File: config.mk
export PLATFORM = sky130hd
export DESIGN_NAME = mainfsm_mc
export DESIGN_NICKNAME = d
export VERILOG_FILES = /design/src/rtl/mainfsm_mc.sv
export SDC_FILE = /design/constraint.sdc
export NUM_CORES = 1
export LEC_CHECK = 0
export BUFFER_PORTS_ARGS = -buffer_cell sky130_fd_sc_hd__buf_2
export CORE_ASPECT_RATIO = 1.2
export CORE_MARGIN = 5
export CORE_UTILIZATION = 40
export CTS_CLUSTER_DIAMETER = 40
export DETAILED_ROUTE_END_ITERATION = 10
export PLACE_DENSITY_LB_ADDON = 0.15
export SLEW_MARGIN = 20
export SYNTH_ARGS = -nofsm -noshare
export SYNTH_HDL_FRONTEND = slang
export SYNTH_SLANG_ARGS = --single-unit
File: constraint.sdc
create_clock -name clk -period 2.15 [get_ports clk]
set_input_delay 0.215 -clock clk [delete_from_list [all_inputs] [get_ports clk]]
set_output_delay 0.215 -clock clk [all_outputs]
set_load 0.05 [all_outputs]
File: src/rtl/mainfsm_mc.sv
// Multicycle main control FSM for the ARM multicycle datapath.
// Adds memory wait states, a multi-cycle FPU execute phase, an optional
// FP16 path, an illegal-instruction flag and a visible state encoding.
module mainfsm_mc #(
   parameter int FPU_LAT  = 3,     // extra execute cycles for FP ops, 0..15
   parameter bit EN_FPU16 = 1'b1   // 0 turns FP16 commands into UNKNOWN
) (
   input  logic       clk,
   input  logic       reset,       // asynchronous, active low
   input  logic [1:0] Op,
   input  logic [5:0] Funct,
   input  logic       MemReady,
   output logic       IRWrite,
   output logic       AdrSrc,
   output logic       NextPC,
   output logic       RegW,
   output logic       RegW2,
   output logic       MemW,
   output logic       Branch,
   output logic       ALUOp,
   output logic       Half,
   output logic [1:0] ALUSrcA,
   output logic [1:0] ALUSrcB,
   output logic [1:0] ResultSrc,
   output logic       FpuStart,
   output logic       Illegal,
   output logic [3:0] State
);

   typedef enum logic [3:0] {
      FETCH    = 4'd0,  DECODE   = 4'd1,  MEMADR   = 4'd2,  MEMRD    = 4'd3,
      MEMWB    = 4'd4,  MEMWRITE = 4'd5,  EXECUTER = 4'd6,  EXECUTEI = 4'd7,
      ALUWB    = 4'd8,  BRANCH   = 4'd9,  UNKNOWN  = 4'd10, ALUWB2   = 4'd11,
      FPUWB    = 4'd12, FPU16WB  = 4'd13, FPUEXEC  = 4'd14
   } state_t;

   // FPUEXEC runs FPU_LAT cycles: counter loads FPU_LAT-1 and exits at 0.
   localparam bit         HAS_LAT  = (FPU_LAT > 0);
   localparam logic [3:0] LAT_INIT = HAS_LAT ? 4'(FPU_LAT - 1) : 4'd0;

   state_t     state_q, state_d;
   logic [3:0] cnt_q, cnt_d;
   logic       fp16_q, fp16_d;     // FP16 op in flight, selects the WB state
   logic       imm_q, imm_d;       // immediate operand, keeps ALUSrcB in FPUEXEC

   logic [3:0] cmd;
   logic       is_long, is_fp32, is_fp16, fp16_ok, bad16, is_fp;

   // Command classification from Funct[4:1]
   always_comb begin
      cmd     = Funct[4:1];
      is_long = (cmd == 4'b1001) || (cmd == 4'b1010);
      is_fp32 = (cmd[3:1] == 3'b111);
      is_fp16 = (cmd[3:1] == 3'b011);
      fp16_ok = is_fp16 & EN_FPU16;
      bad16   = is_fp16 & ~EN_FPU16;
      is_fp   = is_fp32 | fp16_ok;
   end

   // State, FPU counter and execute-phase latches
   always_ff @(posedge clk or negedge reset) begin
      if (!reset) begin
         state_q <= FETCH;
         cnt_q   <= 4'd0;
         fp16_q  <= 1'b0;
         imm_q   <= 1'b0;
      end else begin
         state_q <= state_d;
         cnt_q   <= cnt_d;
         fp16_q  <= fp16_d;
         imm_q   <= imm_d;
      end
   end

   // Next-state and datapath control decode
   always_comb begin
      state_d   = state_q;
      cnt_d     = cnt_q;
      fp16_d    = fp16_q;
      imm_d     = imm_q;
      IRWrite   = 1'b0;
      AdrSrc    = 1'b0;
      NextPC    = 1'b0;
      RegW      = 1'b0;
      RegW2     = 1'b0;
      MemW      = 1'b0;
      Branch    = 1'b0;
      ALUOp     = 1'b0;
      Half      = 1'b0;
      ALUSrcA   = 2'b00;
      ALUSrcB   = 2'b00;
      ResultSrc = 2'b00;
      FpuStart  = 1'b0;
      Illegal   = 1'b0;
      case (state_q)
         FETCH: begin
            ALUSrcA   = 2'b01;
            ALUSrcB   = 2'b10;
            ResultSrc = 2'b10;
            IRWrite   = MemReady;
            NextPC    = MemReady;
            if (MemReady) state_d = DECODE;
         end
         DECODE: begin
            ALUSrcA   = 2'b01;
            ALUSrcB   = 2'b10;
            ResultSrc = 2'b10;
            case (Op)
               2'b00:   state_d = Funct[5] ? EXECUTEI : EXECUTER;
               2'b01:   state_d = MEMADR;
               2'b10:   state_d = BRANCH;
               default: state_d = UNKNOWN;
            endcase
         end
         EXECUTER, EXECUTEI: begin
            ALUOp    = 1'b1;
            if (state_q == EXECUTEI) ALUSrcB = 2'b01;
            FpuStart = is_fp;
            fp16_d   = fp16_ok;
            imm_d    = Funct[5];
            if (is_long)    state_d = ALUWB2;
            else if (bad16) state_d = UNKNOWN;
            else if (is_fp) begin
               if (HAS_LAT) begin
                  state_d = FPUEXEC;
                  cnt_d   = LAT_INIT;
               end else begin
                  state_d = fp16_ok ? FPU16WB : FPUWB;
               end
            end else        state_d = ALUWB;
         end
         FPUEXEC: begin
            ALUOp   = 1'b1;
            ALUSrcB = imm_q ? 2'b01 : 2'b00;
            if (cnt_q == 4'd0) state_d = fp16_q ? FPU16WB : FPUWB;
            else               cnt_d   = cnt_q - 4'd1;
         end
         MEMADR: begin
            ALUSrcB = 2'b01;
            state_d = Funct[0] ? MEMRD : MEMWRITE;
         end
         MEMRD: begin
            AdrSrc = 1'b1;
            if (MemReady) state_d = MEMWB;
         end
         MEMWB: begin
            RegW      = 1'b1;
            ResultSrc = 2'b01;
            state_d   = FETCH;
         end
         MEMWRITE: begin
            AdrSrc = 1'b1;
            MemW   = 1'b1;
            if (MemReady) state_d = FETCH;
         end
         ALUWB: begin
            RegW    = 1'b1;
            state_d = FETCH;
         end
         ALUWB2: begin
            RegW    = 1'b1;
            RegW2   = 1'b1;
            state_d = FETCH;
         end
         FPUWB: begin
            RegW      = 1'b1;
            ResultSrc = 2'b11;
            state_d   = FETCH;
         end
         FPU16WB: begin
            RegW      = 1'b1;
            ResultSrc = 2'b11;
            Half      = 1'b1;
            state_d   = FETCH;
         end
         BRANCH: begin
            Branch    = 1'b1;
            ALUSrcB   = 2'b01;
            ResultSrc = 2'b10;
            state_d   = FETCH;
         end
         UNKNOWN: begin
            Illegal = 1'b1;
            state_d = FETCH;
         end
         default: state_d = FETCH;
      endcase
   end

   assign State = state_q;

endmodule

-- Word-level counts from Yosys, hierarchy flattened
Index checks and enable logic that the tools add are counted.
- input port bits: 11
- output and inout port bits: 21
- register bits after elaboration: 10
- logic and storage cells: 78
- mux-type cells: 30
- add/sub/neg operators: 1
- reductions and logical operators: 15
- bitwise logic cells: 1
- eq/ne operators: 27
- operators by type and width (kind ; count):
    $eq 4x4->1 const B ; 9
    $mux 4 ; 7
    $pmux 4 s7 ; 1
    $eq 4x3->1 const B ; 4
    $mux 1 ; 15
    $ne 2x2->1 const B ; 7
    $pmux 4 s3 ; 1
    $reduce_or 2->1 ; 5
    $mux 3 ; 3
    $eq 4x2->1 const B ; 2
    $logic_not 4->1 ; 2
    $pmux 2 s4 ; 1
    $pmux 4 s2 ; 1
    $reduce_and 4->1 ; 2
    $pmux 2 s3 ; 1
    $reduce_or 3->1 ; 2
    $reduce_or 5->1 ; 1
    $eq 4x1->1 const B ; 1
    $sub 4x1->4 const B ; 1
    $eq 3x2->1 const B ; 1
    $eq 3x3->1 const B ; 1
    $eq 2x1->1 const B ; 1
    $eq 2x2->1 const B ; 1
    $logic_not 2->1 ; 1
    other kinds (3) ; 3

-- Longest topological paths before layout
- word-level depth: 5
- gate-level depth with buffers: 6
- mapped depth without buffers: 6

-- Worst setup path before layout
OpenSTA, ideal clock, no wires.
- path kind: register to output
- start point: reg state_q[2], in the netlist State[2]
- end point: out NextPC
- arrival: 3226 ps
- required time: 1935 ps
- stages on the path, launching flop included: 5
- slack: -1291 ps
- buffers on the path: 2
- cell sequence: dfrtp_1 or2_1 buf_4 nor4b_1 buf_4
- cells in the longest elaborated chain, start to end: 2
- ends and longest elaborated chain (what ; line ; RTL):
    from (decl) ; 41 ; state_t state_q, state_d;
    from (signal assigned) ; 68 ; state_q <= state_d;
    $logic_not 4->1 ; n/a ;
    $mux 1 ; n/a ;
    to (decl) ; 15 ; output logic NextPC,
Every way passes these cells.

-- Final worst setup path
- start point: reg state_q[3], in the netlist State[3]
- end point: out IRWrite
- cells in the longest elaborated chain, start to end: 2
- ends and longest elaborated chain (what ; line ; RTL):
    $logic_not 4->1 ; 95 ; case (state_q)
    $mux 1 ; 95 ;
    to (decl) ; 13 ; output logic IRWrite,
Every way passes these cells.

==> impl_results.html <==
<table>
<tr><th>Metric</th><th>Value</th></tr>
<tr><th colspan="2">Outcome</th></tr>
<tr><td>Run status</td><td>finished, final reports clean</td></tr>
<tr><th colspan="2">Cells and area</th></tr>
<tr><td>Most used cells in the layout excluding fill and tap cells</td><td>30 x sky130_fd_sc_hd__buf_2, 13 x sky130_fd_sc_hd__nor2_1, 10 x sky130_fd_sc_hd__dfrtp_1, 7 x sky130_fd_sc_hd__nor2b_1, 5 x sky130_fd_sc_hd__o21ai_0</td></tr>
<tr><td>Antenna diode instance count</td><td>0</td></tr>
<tr><td>Leading cell type in the layout, fill and taps excluded</td><td>sky130_fd_sc_hd__buf_2</td></tr>
<tr><td>Final net count</td><td>approximately 150</td></tr>
<tr><td>Layout overhead on the synthesized area</td><td>26.1%</td></tr>
<tr><td>Number of standard cells in the final layout excluding fillers</td><td>151</td></tr>
<tr><td>Layout cells sized above 1</td><td>between 30% and 40%</td></tr>
<tr><th colspan="2">Yosys</th></tr>
<tr><td>Dominant synthesized flop cell</td><td>sky130_fd_sc_hd__dfrtp_1</td></tr>
<tr><td>Fraction of registers with async set/reset</td><td>100%</td></tr>
<tr><td>Seq cells post-synth</td><td>10</td></tr>
<tr><td>Post-Synthesis Mean Instance Area</td><td>about 8 µm²</td></tr>
<tr><td>Synthesis warning total</td><td>0</td></tr>
<tr><td>Post-synth net total</td><td>115</td></tr>
<tr><td>Number of distinct library cells after synthesis</td><td>42</td></tr>
<tr><td>Number of enable flip-flop cells after synthesis</td><td>0</td></tr>
<tr><td>Sequential cell area fraction in the yosys report</td><td>~30%</td></tr>
<tr><td>Cell area after synthesis</td><td>about 840 µm²</td></tr>
<tr><td>Synthesized instance count</td><td>slightly above 100</td></tr>
<tr><th colspan="2">Die</th></tr>
<tr><td>Ports</td><td>32</td></tr>
<tr><td>Die outline width</td><td>~52 µm</td></tr>
<tr><td>Number of standard-cell rows in the floorplan</td><td>18</td></tr>
<tr><td>Die area</td><td>slightly above 0.003 mm²</td></tr>
<tr><td>Core region area</td><td>0.00203 mm²</td></tr>
<tr><td>Starting Density</td><td>41.4%</td></tr>
<tr><td>Chip height</td><td>about 60 µm</td></tr>
<tr><th colspan="2">Min path</th></tr>
<tr><td>Type of the most critical hold path</td><td>in2reg</td></tr>
<tr><td>Sink of the worst hold path</td><td>fp16_q</td></tr>
<tr><td>Launch point of the worst hold path</td><td>Funct[4]</td></tr>
<tr><td>Hold-critical path depth</td><td>2</td></tr>
<tr><th colspan="2">Critical path</th></tr>
<tr><td>Reg-to-reg critical path endpoint</td><td>State[2]</td></tr>
<tr><td>Max stage delay cell, worst path</td><td>sky130_fd_sc_hd__dfrtp_1</td></tr>
<tr><td>Path type of the worst setup path</td><td>reg2out</td></tr>
<tr><td>Worst path required time</td><td>just under 2 ns</td></tr>
<tr><td>Worst Reg-to-Reg Cells</td><td>4</td></tr>
<tr><td>Critical Path End Type</td><td>primary output</td></tr>
<tr><td>Largest stage delay on the critical path</td><td>approximately 0.54 ns</td></tr>
<tr><td>Crit path launch</td><td>State[3]</td></tr>
<tr><td>Slack of the worst reg-to-reg path</td><td>around 0.26 ns</td></tr>
<tr><td>Critical path arrival</td><td>~1.8 ns</td></tr>
<tr><td>Count of buffering cells on the critical path with inverters included</td><td>1</td></tr>
<tr><td>Critical R2R Launch</td><td>State[3]</td></tr>
<tr><td>Biggest fanout along the worst timing path</td><td>15</td></tr>
<tr><td>Dominant delay contributor by cell family on the critical path</td><td>simple AND/OR/NAND/NOR gates</td></tr>
<tr><td>Worst-path cell chain</td><td>or2_1, nor4b_4, buf_2</td></tr>
<tr><td>Critical Path Source Type</td><td>flop</td></tr>
<tr><th colspan="2">Place</th></tr>
<tr><td># port buffers</td><td>30</td></tr>
<tr><td>Post-DP HPWL</td><td>around 1700 µm</td></tr>
<tr><td>Placer's final routability congestion estimate</td><td>between 0.8 and 0.9</td></tr>
<tr><td>Number of cells after detailed placement</td><td>about 150</td></tr>
<tr><th colspan="2">Power</th></tr>
<tr><td>Leak</td><td>0.513 nW</td></tr>
<tr><td>Power Density</td><td>1640 mW/mm²</td></tr>
<tr><td>Overall power after layout</td><td>roughly 0.0017 W</td></tr>
<tr><td>Worst voltage drop across the vdd grid</td><td>between 0.0008 and 0.0009 V</td></tr>
<tr><th colspan="2">Timing</th></tr>
<tr><td>Tightest slew margin relative to the limit</td><td>59.5%</td></tr>
<tr><td>Unrepaired setup endpoints after global routing</td><td>true</td></tr>
<tr><td>Slew at the pin with the worst max-slew slack</td><td>0.607 ns</td></tr>
<tr><td>Worst clock skew</td><td>between 0.003 and 0.004 ns</td></tr>
<tr><td>Highest clock frequency the design can meet</td><td>roughly 0.49 GHz</td></tr>
<tr><td>Shortest clock period the worst path allows after layout</td><td>around 2 ns</td></tr>
<tr><td>Number of max-slew violations in the final report</td><td>0</td></tr>
<tr><td>Hold Fails Final Rpt</td><td>0</td></tr>
<tr><td>Final Cycle Share</td><td>a little over nine tenths</td></tr>
<tr><td>Final setup violation count</td><td>0</td></tr>
<tr><th colspan="2">Clocking</th></tr>
<tr><td>Number of cells upsized or downsized after cts</td><td>0</td></tr>
<tr><td>Largest buffer count on any clock path</td><td>2</td></tr>
<tr><td>H-tree level count</td><td>1</td></tr>
<tr><td>Number of CTS-inserted buffers</td><td>3</td></tr>
<tr><td>Root buf cell</td><td>sky130_fd_sc_hd__clkbuf_4</td></tr>
<tr><td>Clk sinks</td><td>10</td></tr>
<tr><td>CTS tree</td><td>done</td></tr>
<tr><td>Clock latency of the later-clocked register in the worst-skew pair</td><td>around 0.26 ns</td></tr>
<tr><td>CTS clock-pin slew for the worst setup and hold paths</td><td>0.06 ns</td></tr>
<tr><th colspan="2">Global route</th></tr>
<tr><td>Wire length of the first global-routing pass</td><td>3550 µm</td></tr>
<tr><td>Pin count of the biggest net entering global routing</td><td>20</td></tr>
<tr><td>Final global-route overflow total</td><td>0</td></tr>
<tr><td>Vias in the first global route</td><td>about 820</td></tr>
<tr><td>Antenna violations before repair</td><td>0</td></tr>
<tr><td>GRT Total Usage</td><td>between 10% and 20%</td></tr>
<tr><th colspan="2">Drt</th></tr>
<tr><td>Number of vias per cell after detailed routing</td><td>5.60</td></tr>
<tr><td>Average wire per cell in the routed design</td><td>14.0 µm</td></tr>
<tr><td>Antenna viol nets, final</td><td>0</td></tr>
<tr><td>DR vias</td><td>between 800 and 900</td></tr>
<tr><td>DRC</td><td>0</td></tr>
<tr><td>Drt initial violations</td><td>28</td></tr>
<tr><td>Sum of routed wire length over all layers</td><td>between 2000 and 2500 µm</td></tr>
<tr><td>Pre-Repair DR Iteration Count</td><td>4</td></tr>
<tr><th colspan="2">Run</th></tr>
<tr><td>Number of maximum-capacitance violations</td><td>0</td></tr>
</table>
## layout make-up
type,instances,area [µm²]
multi-input combinational,82,569
tap,20,25.0
inverter,2,7.51
fill,216,970
timing repair buffer,34,183
sequential,10,250
clock buffer,3,22.5
## kinds of logic (layout without fill, tap and decap cells)
kind of cell    after synthesis  count (layout)  synth area share, %
compound gates               22              22                 17.8
xor+xnor                      5               5                 5.22
fa+ha+maj                     1               1                 1.49
buf+inv                      11              39                 6.57
flops                        10              10                 29.9
mux                           4               4                 5.22
other cells                   1               1                0.447
simple gates                 49              49                 33.4
## registers in the layout (all words and copies together), names as in the netlist
| register | count |
|---|---|
| fp16_q | 1 |
| imm_q | 1 |
| State | 4 |
| cnt_q | 4 |
## cells in the mapped netlist, types with 2 or more instances
library cell,instances,area share (%)
sky130_fd_sc_hd__o22ai_1,3,2.2
sky130_fd_sc_hd__buf_4,3,2.7
sky130_fd_sc_hd__o21ai_0,5,3.0
sky130_fd_sc_hd__nor4b_1,2,2.1
sky130_fd_sc_hd__a21o_1,2,1.8
sky130_fd_sc_hd__mux2_2,3,4.0
sky130_fd_sc_hd__xnor2_1,2,2.1
sky130_fd_sc_hd__nor2b_1,7,5.2
sky130_fd_sc_hd__buf_1,2,0.90
sky130_fd_sc_hd__nor3_1,4,2.4
sky130_fd_sc_hd__clkbuf_1,2,0.90
sky130_fd_sc_hd__nor3b_1,3,2.7
sky130_fd_sc_hd__nor2_1,15,6.7
sky130_fd_sc_hd__inv_1,2,0.90
sky130_fd_sc_hd__a21oi_1,3,1.8
sky130_fd_sc_hd__dfrtp_1,10,30
sky130_fd_sc_hd__buf_2,2,1.2
sky130_fd_sc_hd__xor2_1,3,3.1
sky130_fd_sc_hd__or3_1,2,1.5
sky130_fd_sc_hd__nand2_1,4,1.8
sky130_fd_sc_hd__nand2b_1,3,2.2
## worst register-to-register path, stage by stage, from the launching register on
cell	delay, ns
sky130_fd_sc_hd__dfrtp_1	0.62
sky130_fd_sc_hd__or2_1	0.40
sky130_fd_sc_hd__o22ai_1	0.14
sky130_fd_sc_hd__a221o_1	0.36
sky130_fd_sc_hd__mux2_2	0.25
## power by group
group          internal [W]  total [W]  switching, W
Clock             0.0000644   0.000123     0.0000585
Combinational      0.000385    0.00117      0.000789
Sequential         0.000272   0.000434      0.000162
## repair_timing
| item | 4_1_cts | 5_1_grt |
|---|---|---|
| setup buffers | 0 | 0 |
| endpoints found under the hold margin | 10 | 0 |
| hold buffers | 1 | 0 |
| endpoints found under the setup margin | 0 | 3 |
## worst max path at each step
stage,endpoint,depth (start not counted)
after floorplan,NextPC,4
after global placement,State[2],4
after detailed placement,State[2],4
after CTS,FpuStart,4
after global routing,NextPC,3
final,IRWrite,3
## per-layer routing
| layer | track usage, % | vias up | share of wire, % |
|---|---|---|---|
| met4 | 5.62 | 0 | 1.2 |
| met1 | 17.7 | 397 | 44 |
| met2 | 27.6 | 27 | 50 |
| met3 | 2.49 | 2 | 5.0 |
| met5 | 0 | - | 0 |
| li1 | - | 419 | - |
## per-stage QoR
step / setup TNS (ns) / instance area [µm²] / utilization [%] / setup WS, ns / hold WS [ns]
2_1_floorplan: -0.220 / 875 / - / -0.165 / -0.0806
3_3_place_gp: 0 / 1020 / 50.6 / 0.377 / 0.0877
3_5_place_dp: 0 / 1020 / 50.6 / 0.309 / 0.0881
4_1_cts: 0 / 1060 / 52.2 / 0.104 / 0.168
5_1_grt: -0.0382 / 1060 / 52.2 / -0.0140 / 0.178
6_report: 0 / 1060 / 52.2 / 0.106 / 0.174
No activity file was read; power rests on OpenSTA's default activity.
